## src/rtl/game_ctrl.sv

```systemverilog
// game_ctrl: per-frame collision check, scoring and IDLE/PLAY/DEAD FSM.
// In: clk, reset, frame_tick, start, bird/pipe/gap coords. Out: bird_reset, playing, game_over, score.
module game_ctrl #(
  parameter int N           = 10,
  parameter int BIRD_SIZE   = 15,
  parameter int CEIL_Y      = 0,
  parameter int FLOOR_Y     = 479,
  parameter int DEAD_FRAMES = 60,
  parameter int SCORE_W     = 8
) (
  input  logic               clk,
  input  logic               reset,
  input  logic               frame_tick,
  input  logic               start,
  input  logic [N-1:0]       bird_x,
  input  logic [N-1:0]       bird_y0,
  input  logic [N-1:0]       bird_y1,
  input  logic [N-1:0]       pipe_x0,
  input  logic [N-1:0]       pipe_x1,
  input  logic [N-1:0]       gap_y0,
  input  logic [N-1:0]       gap_y1,
  output logic               bird_reset,
  output logic               playing,
  output logic               game_over,
  output logic [SCORE_W-1:0] score
);

  localparam logic [1:0] S_IDLE = 2'd0;
  localparam logic [1:0] S_PLAY = 2'd1;
  localparam logic [1:0] S_DEAD = 2'd2;

  localparam int DW = $clog2(DEAD_FRAMES + 1);

  localparam logic [N-1:0] CEIL  = CEIL_Y[N-1:0];
  localparam logic [N-1:0] FLOOR = FLOOR_Y[N-1:0];
  localparam logic [N:0]   BW_M1 = (N+1)'(BIRD_SIZE - 1);
  localparam logic [DW-1:0] DLAST = DW'(DEAD_FRAMES - 1);

  logic [1:0]         state_q, state_d;
  logic [SCORE_W-1:0] score_q, score_d;
  logic               passed_q, passed_d;
  logic [DW-1:0]      dcnt_q, dcnt_d;
  logic               start_q, start_d;

  logic start_rise;
  logic hit_screen;
  logic overlap_x;
  logic hit_pipe;
  logic hit;
  logic [N:0] bird_x1;

  assign start_rise = start & ~start_q;

  // y0 > y1 catches y0 wrapping below zero while moving up.
  assign hit_screen = (bird_y0 <= CEIL) | (bird_y1 >= FLOOR) |
                      (bird_y0 > bird_y1);

  // Right edge kept one bit wider so it cannot wrap near the screen edge.
  assign bird_x1   = {1'b0, bird_x} + BW_M1;
  assign overlap_x = ({1'b0, bird_x} <= {1'b0, pipe_x1}) &
                     (bird_x1 >= {1'b0, pipe_x0});
  assign hit_pipe  = overlap_x &
                     ((bird_y0 < gap_y0) | (bird_y1 > gap_y1));
  assign hit       = hit_screen | hit_pipe;

  always_comb begin
    state_d  = state_q;
    score_d  = score_q;
    passed_d = passed_q;
    dcnt_d   = dcnt_q;
    start_d  = start;
    unique case (state_q)
      S_IDLE: begin
        if (start_rise) begin
          state_d  = S_PLAY;
          score_d  = '0;
          passed_d = 1'b0;
          dcnt_d   = '0;
        end
      end
      S_PLAY: begin
        if (frame_tick) begin
          if (hit) begin
            state_d = S_DEAD;
            dcnt_d  = '0;
          end else if (pipe_x1 < bird_x) begin
            if (!passed_q) begin
              passed_d = 1'b1;
              if (score_q != '1)
                score_d = score_q + SCORE_W'(1);
            end
          end else begin
            passed_d = 1'b0;
          end
        end
      end
      S_DEAD: begin
        if (frame_tick) begin
          if (dcnt_q == DLAST) begin
            state_d = S_IDLE;
            dcnt_d  = '0;
          end else begin
            dcnt_d = dcnt_q + DW'(1);
          end
        end
      end
      default: state_d = S_IDLE;
    endcase
  end

  always_ff @(posedge clk or posedge reset) begin
    if (reset) begin
      state_q  <= S_IDLE;
      score_q  <= '0;
      passed_q <= 1'b0;
      dcnt_q   <= '0;
      start_q  <= 1'b0;
    end else begin
      state_q  <= state_d;
      score_q  <= score_d;
      passed_q <= passed_d;
      dcnt_q   <= dcnt_d;
      start_q  <= start_d;
    end
  end

  assign bird_reset = (state_q == S_IDLE);
  assign playing    = (state_q == S_PLAY);
  assign game_over  = (state_q == S_DEAD);
  assign score      = score_q;

endmodule

```

## config.mk

```make
export PLATFORM = sky130hd
export DESIGN_NAME = game_ctrl
export DESIGN_NICKNAME = d
export VERILOG_FILES = /design/src/rtl/game_ctrl.sv
export SDC_FILE = /design/constraint.sdc
export NUM_CORES = 1
export LEC_CHECK = 0
export CAP_MARGIN = 20
export CORE_MARGIN = 8
export CORE_UTILIZATION = 25
export DETAILED_ROUTE_END_ITERATION = 10
export GPL_TIMING_DRIVEN = 0
export HOLD_SLACK_MARGIN = 0.15
export SLEW_MARGIN = 20
export SYNTH_ARGS = -nofsm -noshare
export SYNTH_HDL_FRONTEND = slang
export SYNTH_SLANG_ARGS = --single-unit
```

## constraint.sdc

```tcl
create_clock -name clk -period 2.2 [get_ports clk]
set_clock_uncertainty 0.05 [all_clocks]
set_input_delay 0.33 -clock clk [delete_from_list [all_inputs] [get_ports clk]]
set_output_delay 0.33 -clock clk [all_outputs]
set_load 0.005 [all_outputs]
```

# Yosys cells after proc, flatten, opt, wreduce, memory -nomap -nowiden
# Index checks and enable logic that the tools add are counted.
# totals
reg_bits	18
in_bits	74
out_inout_bits	11
# op_classes
add_sub_neg	3
order_cmp	8
eq_ne	13
mux	24
bitwise_logic	8
reduce_logical	7
# ops
op	n
$mux W8	6
$mux W6	5
$gt A10 B10 Y1	2
$lt A10 B10 Y1	2
$pmux W6 S3	1
$pmux W8 S2	1
$add A10 B4 Y11 const B	1
$ge A11 B10 Y1	1
$ge A10 B9 Y1 const B	1
$le A10 B1 Y1 const B	1
$le A10 B10 Y1	1
$mux W2	5
$ne A2 B1 Y1 const B	5
$reduce_and A5 Y1	2
$add A8 B1 Y8 const B	1
$ne A2 B2 Y1 const B	4
$ne A8 B8 Y1 const B	1
$reduce_and A7 Y1	1
$add A6 B1 Y6 const B	1
$eq A6 B6 Y1 const B	1
$pmux W2 S3	1
$mux W1	4
$or A1 B1 Y1	4
$reduce_and A4 Y1	1
8 further kinds	10

# Depth between registers and ports, before layout
# depth
ltp_word	8
depth_mapped	14
depth_no_buf	14

# Worst setup path before layout
# Ideal clock, no wire load.
# synth_path
kind	input-to-reg
from	input port bird_x[1]
to	register score_q[5], in the netlist score[5]
arrival_ns	2.680
t_required_ns	2.010
setup_slack_ns	-0.669
stages	14
path_buffers	0
cell_sequence	inv_1 -> ha_1 -> a21o_2 -> nor2_1 -> nand2_1 -> xnor2_1 -> ha_1 -> a21o_2 -> a21o_1 -> a211oi_2 -> a221oi_4 -> nor4_1 -> xnor2_1 -> nor2_1
# synth_between
elab_chain_cells	7
# synth_rtl
element	line	source
start, declared	15	input logic [N-1:0] bird_x,
$add A10 B4 Y11	59	assign bird_x1 = {1'b0, bird_x} + BW_M1;
$ge A11 B10 Y1	61	(bird_x1 >= {1'b0, pipe_x0});
$and A1 B1 Y1	60	assign overlap_x = ({1'b0, bird_x} <= {1'b0, pipe_x1}) &
$and A1 B1 Y1	62	assign hit_pipe = overlap_x &
$or A1 B1 Y1	64	assign hit = hit_screen | hit_pipe;
$ne A2 B2 Y1 (no source line)	-	
$reduce_and A7 Y1 (no source line) *	-	
end signal, assigned	120	score_q <= score_d;
end, declared	40	logic [SCORE_W-1:0] score_q, score_d;
# Mark *: on every way between the ends. The rest lies on a longest branch, timed or not.
# A chain may end at the register's enable or synchronous reset.

# Worst setup path after layout
# layout_path
from	input port bird_x[2]
to	register score_q[4], in the netlist score[4]
# Same word-level chain as after synthesis.

==> flow_summary.json <==
{
  "cp_max_fo": 4,
  "cp_cell_sequence": "buf_12, inv_12, ha_4, a21o_4, nor2_4, nand2_2, xnor2_2, ha_1, a21o_2, a21o_1, a211oi_4, buf_6, buf_12, a221oi_4, nor4b_2, xnor2_1, nor2_1",
  "cts-root-buf": "clkbuf_8",
  "wire_per_inst_um": 13.14,
  "cts_buffers": 3,
  "cell_internal_pwr_mw": 1.040,
  "ff2ff_setup_slack_ps": -310,
  "async_flop_share_pct": 100.0,
  "r2r.worst_path.cells": 8,
  "ant_nets": 0,
  "layout_min_cycle_time_ps": 2755,
  "switchingPower_mw": 0.6433,
  "hold_path.class": "primary input to async pin",
  "nFillCells": 961,
  "slowest_delay_ps": 310,
  "cts_max_level": 1,
  "rsz0062_at_grt": "true",
  "power_switching_share_pct": 38.21,
  "num_io_pins": 85,
  "synthesis.nets": 428,
  "grt_usage_pct": 10.73,
  "yosysTopAreaCell": "ha_1",
  "clockPowerShare_pct": 13.7,
  "path_buf_inv": 4,
  "path_delay_family": "compound AO/OA/AOI/OAI gates",
  "endpoint": "score[4]$_DFFE_PP0P_",
  "area_growth_pct": 61.20,
  "cp.depth": 17,
  "p_total_mw": 1.684,
  "post_route_cells_drive_above_1_share_pct": 19.41,
  "p_per_area_nw_per_um2": 429.0,
  "core_region_area_sq_um": 9594,
  "vias": 2480,
  "cp.required_ps": 2270,
  "p_seq_share_pct": 27.7,
  "synth_seq_area_share_pct": 18.50,
  "ys.warnings.count": 0,
  "combPwrFrac_pct": 58.6,
  "grt_pass1_vias": 2634,
  "yosysMostFrequentCell": "inv_1",
  "antenna_found_initial": 0,
  "cts_tree": "done",
  "clk_latency_ps": 250,
  "numClockSinks": 18,
  "setup_viol": 17,
  "nNetsFinal": 535,
  "yosysUniqueCellTypes": 48,
  "start_util_pct": 25.38,
  "worst_ep_arrival_time_ps": 2820,
  "violations": "negative setup slack",
  "drv_slew": 0,
  "worst_slack_ps": -554.9,
  "critPathLaunchType": "primary input",
  "period_share_pct": 125.2,
  "drv_cap": 0,
  "p_leak_nw": 1.921,
  "synth_ff_type": "dfrtp_1",
  "hold_viol_final": 0,
  "drt-total-wl_um": 7095,
  "drc": 0,
  "reg2reg_from": "state_q[0]$_DFFE_PP0P_",
  "drt-initial-drc-count": 62,
  "end_kind": "flop",
  "fmax_mhz": 363.0,
  "relSlewSlack_pct": 52.13,
  "vdd_ir_drop_max_v": 0.0002695,
  "antenna_cells": 0,
  "synth_cells": 302,
  "critPathLaunch": "bird_x[2]",
  "synthesis.area_sq_um": 2435,
  "synth_edf_count": 0,
  "clkTransAtPathRegs_ps": 70,
  "worstMarginPinSlew_ps": 718.0,
  "grt_pass1_wl_um": 11960,
  "crit_type": "primary input to flop",
  "die_h_um": 114.7,
  "whs_ps": 437.6,
  "seqCellArea_sq_um": 450.4,
  "die_w_um": 114.7,
  "hold_buffers": 0,
  "synth.avg_cell_area_sq_um": 8.062,
  "dr.pass1.iters": 4,
  "yosys_register_bits": 18,
  "cts_buffer_depth": 2,
  "synth_area_leaders": "ha_1 (27%), dfrtp_1 (18%), inv_1 (9.4%)",
  "status": "finished with violations",
  "dieArea_sq_um": 13150,
  "grt_max_degree": 19,
  "port_buffers": 84,
  "ys_top_cells_by_count": "inv_1 (61), ha_1 (52), dfrtp_1 (18), nand2_1 (18), nor2_1 (16)",
  "post-place-ws_ps": -1557,
  "synth.top_cell.area_share_pct": 26.72,
  "rows": 36,
  "via_per_inst": 4.593,
  "multi_input_area_sq_um": 1989,
  "reg2reg_to": "score[2]$_DFFE_PP0P_",
  "cp_slowest_cell": "nor4b_2",
  "dpl.hpwl_um": 5847,
  "grt_overflow": 0,
  "place.gp.congestion": 0.8059,
  "crit_top_cell": "buf_12"
}
-- power groups by stage --
stage	Sequential (mW)	Clock, mW	Combinational [mW]
2_1_floorplan	0.454	0	0.486
3_3_place_gp	0.464	0	0.814
3_5_place_dp	0.467	0	0.832
4_1_cts	0.461	0.236	0.942
5_1_grt	0.478	0.249	1.09
6_report	0.467	0.231	0.986
-- cell type report --
type | instances | share of cell area (%)
multi-input combinational | 223 | 50.69
inverter | 62 | 6.631
timing repair buffer | 101 | 25.92
sequential | 18 | 11.48
clock buffer | 3 | 1.052
tap | 133 | 4.240
-- logic make-up (layout without fill, tap and decap cells) --
family / count (synthesis) / count (layout) / synth area share [%]
simple gates: 96 / 96 / 22.35
buf+inv: 62 / 166 / 9.558
compound gates: 59 / 60 / 17.32
fa+ha+maj: 52 / 52 / 26.72
flops: 18 / 18 / 18.50
xor+xnor: 13 / 13 / 4.676
mux: 2 / 2 / 0.8736
-- timing repair --
action	CTS	global route
endpoints found under the hold margin	0	0
pin swaps	25	11
endpoints found under the setup margin	17	17
setup buffers	9	9
gates resized for setup	68	23
gates cloned	1	0
-- registers in the layout (all words and copies together) (netlist names) --
register / count
score: 8
dcnt_q: 6
state_q: 2
passed_q: 1
start_q: 1
-- cell usage in the layout (no fill, tap or decap), types with 9 or more instances in the layout --
master / n
nand3_1: 11
xnor2_1: 11
nor2_1: 15
ha_1: 51
dfrtp_1: 18
buf_4: 15
clkdlybuf4s50_1: 64
inv_1: 55
a21oi_1: 9
a21o_1: 10
dlymetal6s2s_1: 9
nand2_1: 17
-- routing by layer --
metal	track usage, %	routed length, um
met2	18.74	3487
met1	13.55	3156
met4	1.313	18
met5	0	0
met3	2.215	433
-- through the flow --
stage	util, %	setup TNS [ps]	cells	instance area (sq um)
6_report	40.91	-7900	540	3925
5_1_grt	40.91	-10050	540	3925
4_1_cts	39.20	-7701	531	3761
3_5_place_dp	36.55	-24180	519	3507
3_3_place_gp	36.55	-23300	519	3507
2_1_floorplan	-	-7383	302	2500
-- how the worst min path moves through the flow --
stage                          startpoint                    end  slack [ps]  cells after the start
global placement    dcnt_q[0]$_DFFE_PP0P_  dcnt_q[0]$_DFFE_PP0P_         440                      1
global route        dcnt_q[0]$_DFFE_PP0P_  dcnt_q[0]$_DFFE_PP0P_         510                      1
finish                              reset   score[0]$_DFFE_PP0P_         440                      2
floorplan                           reset  dcnt_q[0]$_DFFE_PP0P_         220                      1
detailed placement  dcnt_q[0]$_DFFE_PP0P_  dcnt_q[0]$_DFFE_PP0P_         460                      1
CTS                                 reset   score[0]$_DFFE_PP0P_         460                      2
-- worst reg2reg max path, stage by stage, from the launching register on --
cell and delay [ps]:
dfrtp_1 450, nor4b_4 600, nor2_1 170, nor3_2 350, nand3_4 190, buf_4 180
nor3b_2 190, xnor2_1 140, nor2_1 50
Note: power is estimated with default switching activity, not from simulation.
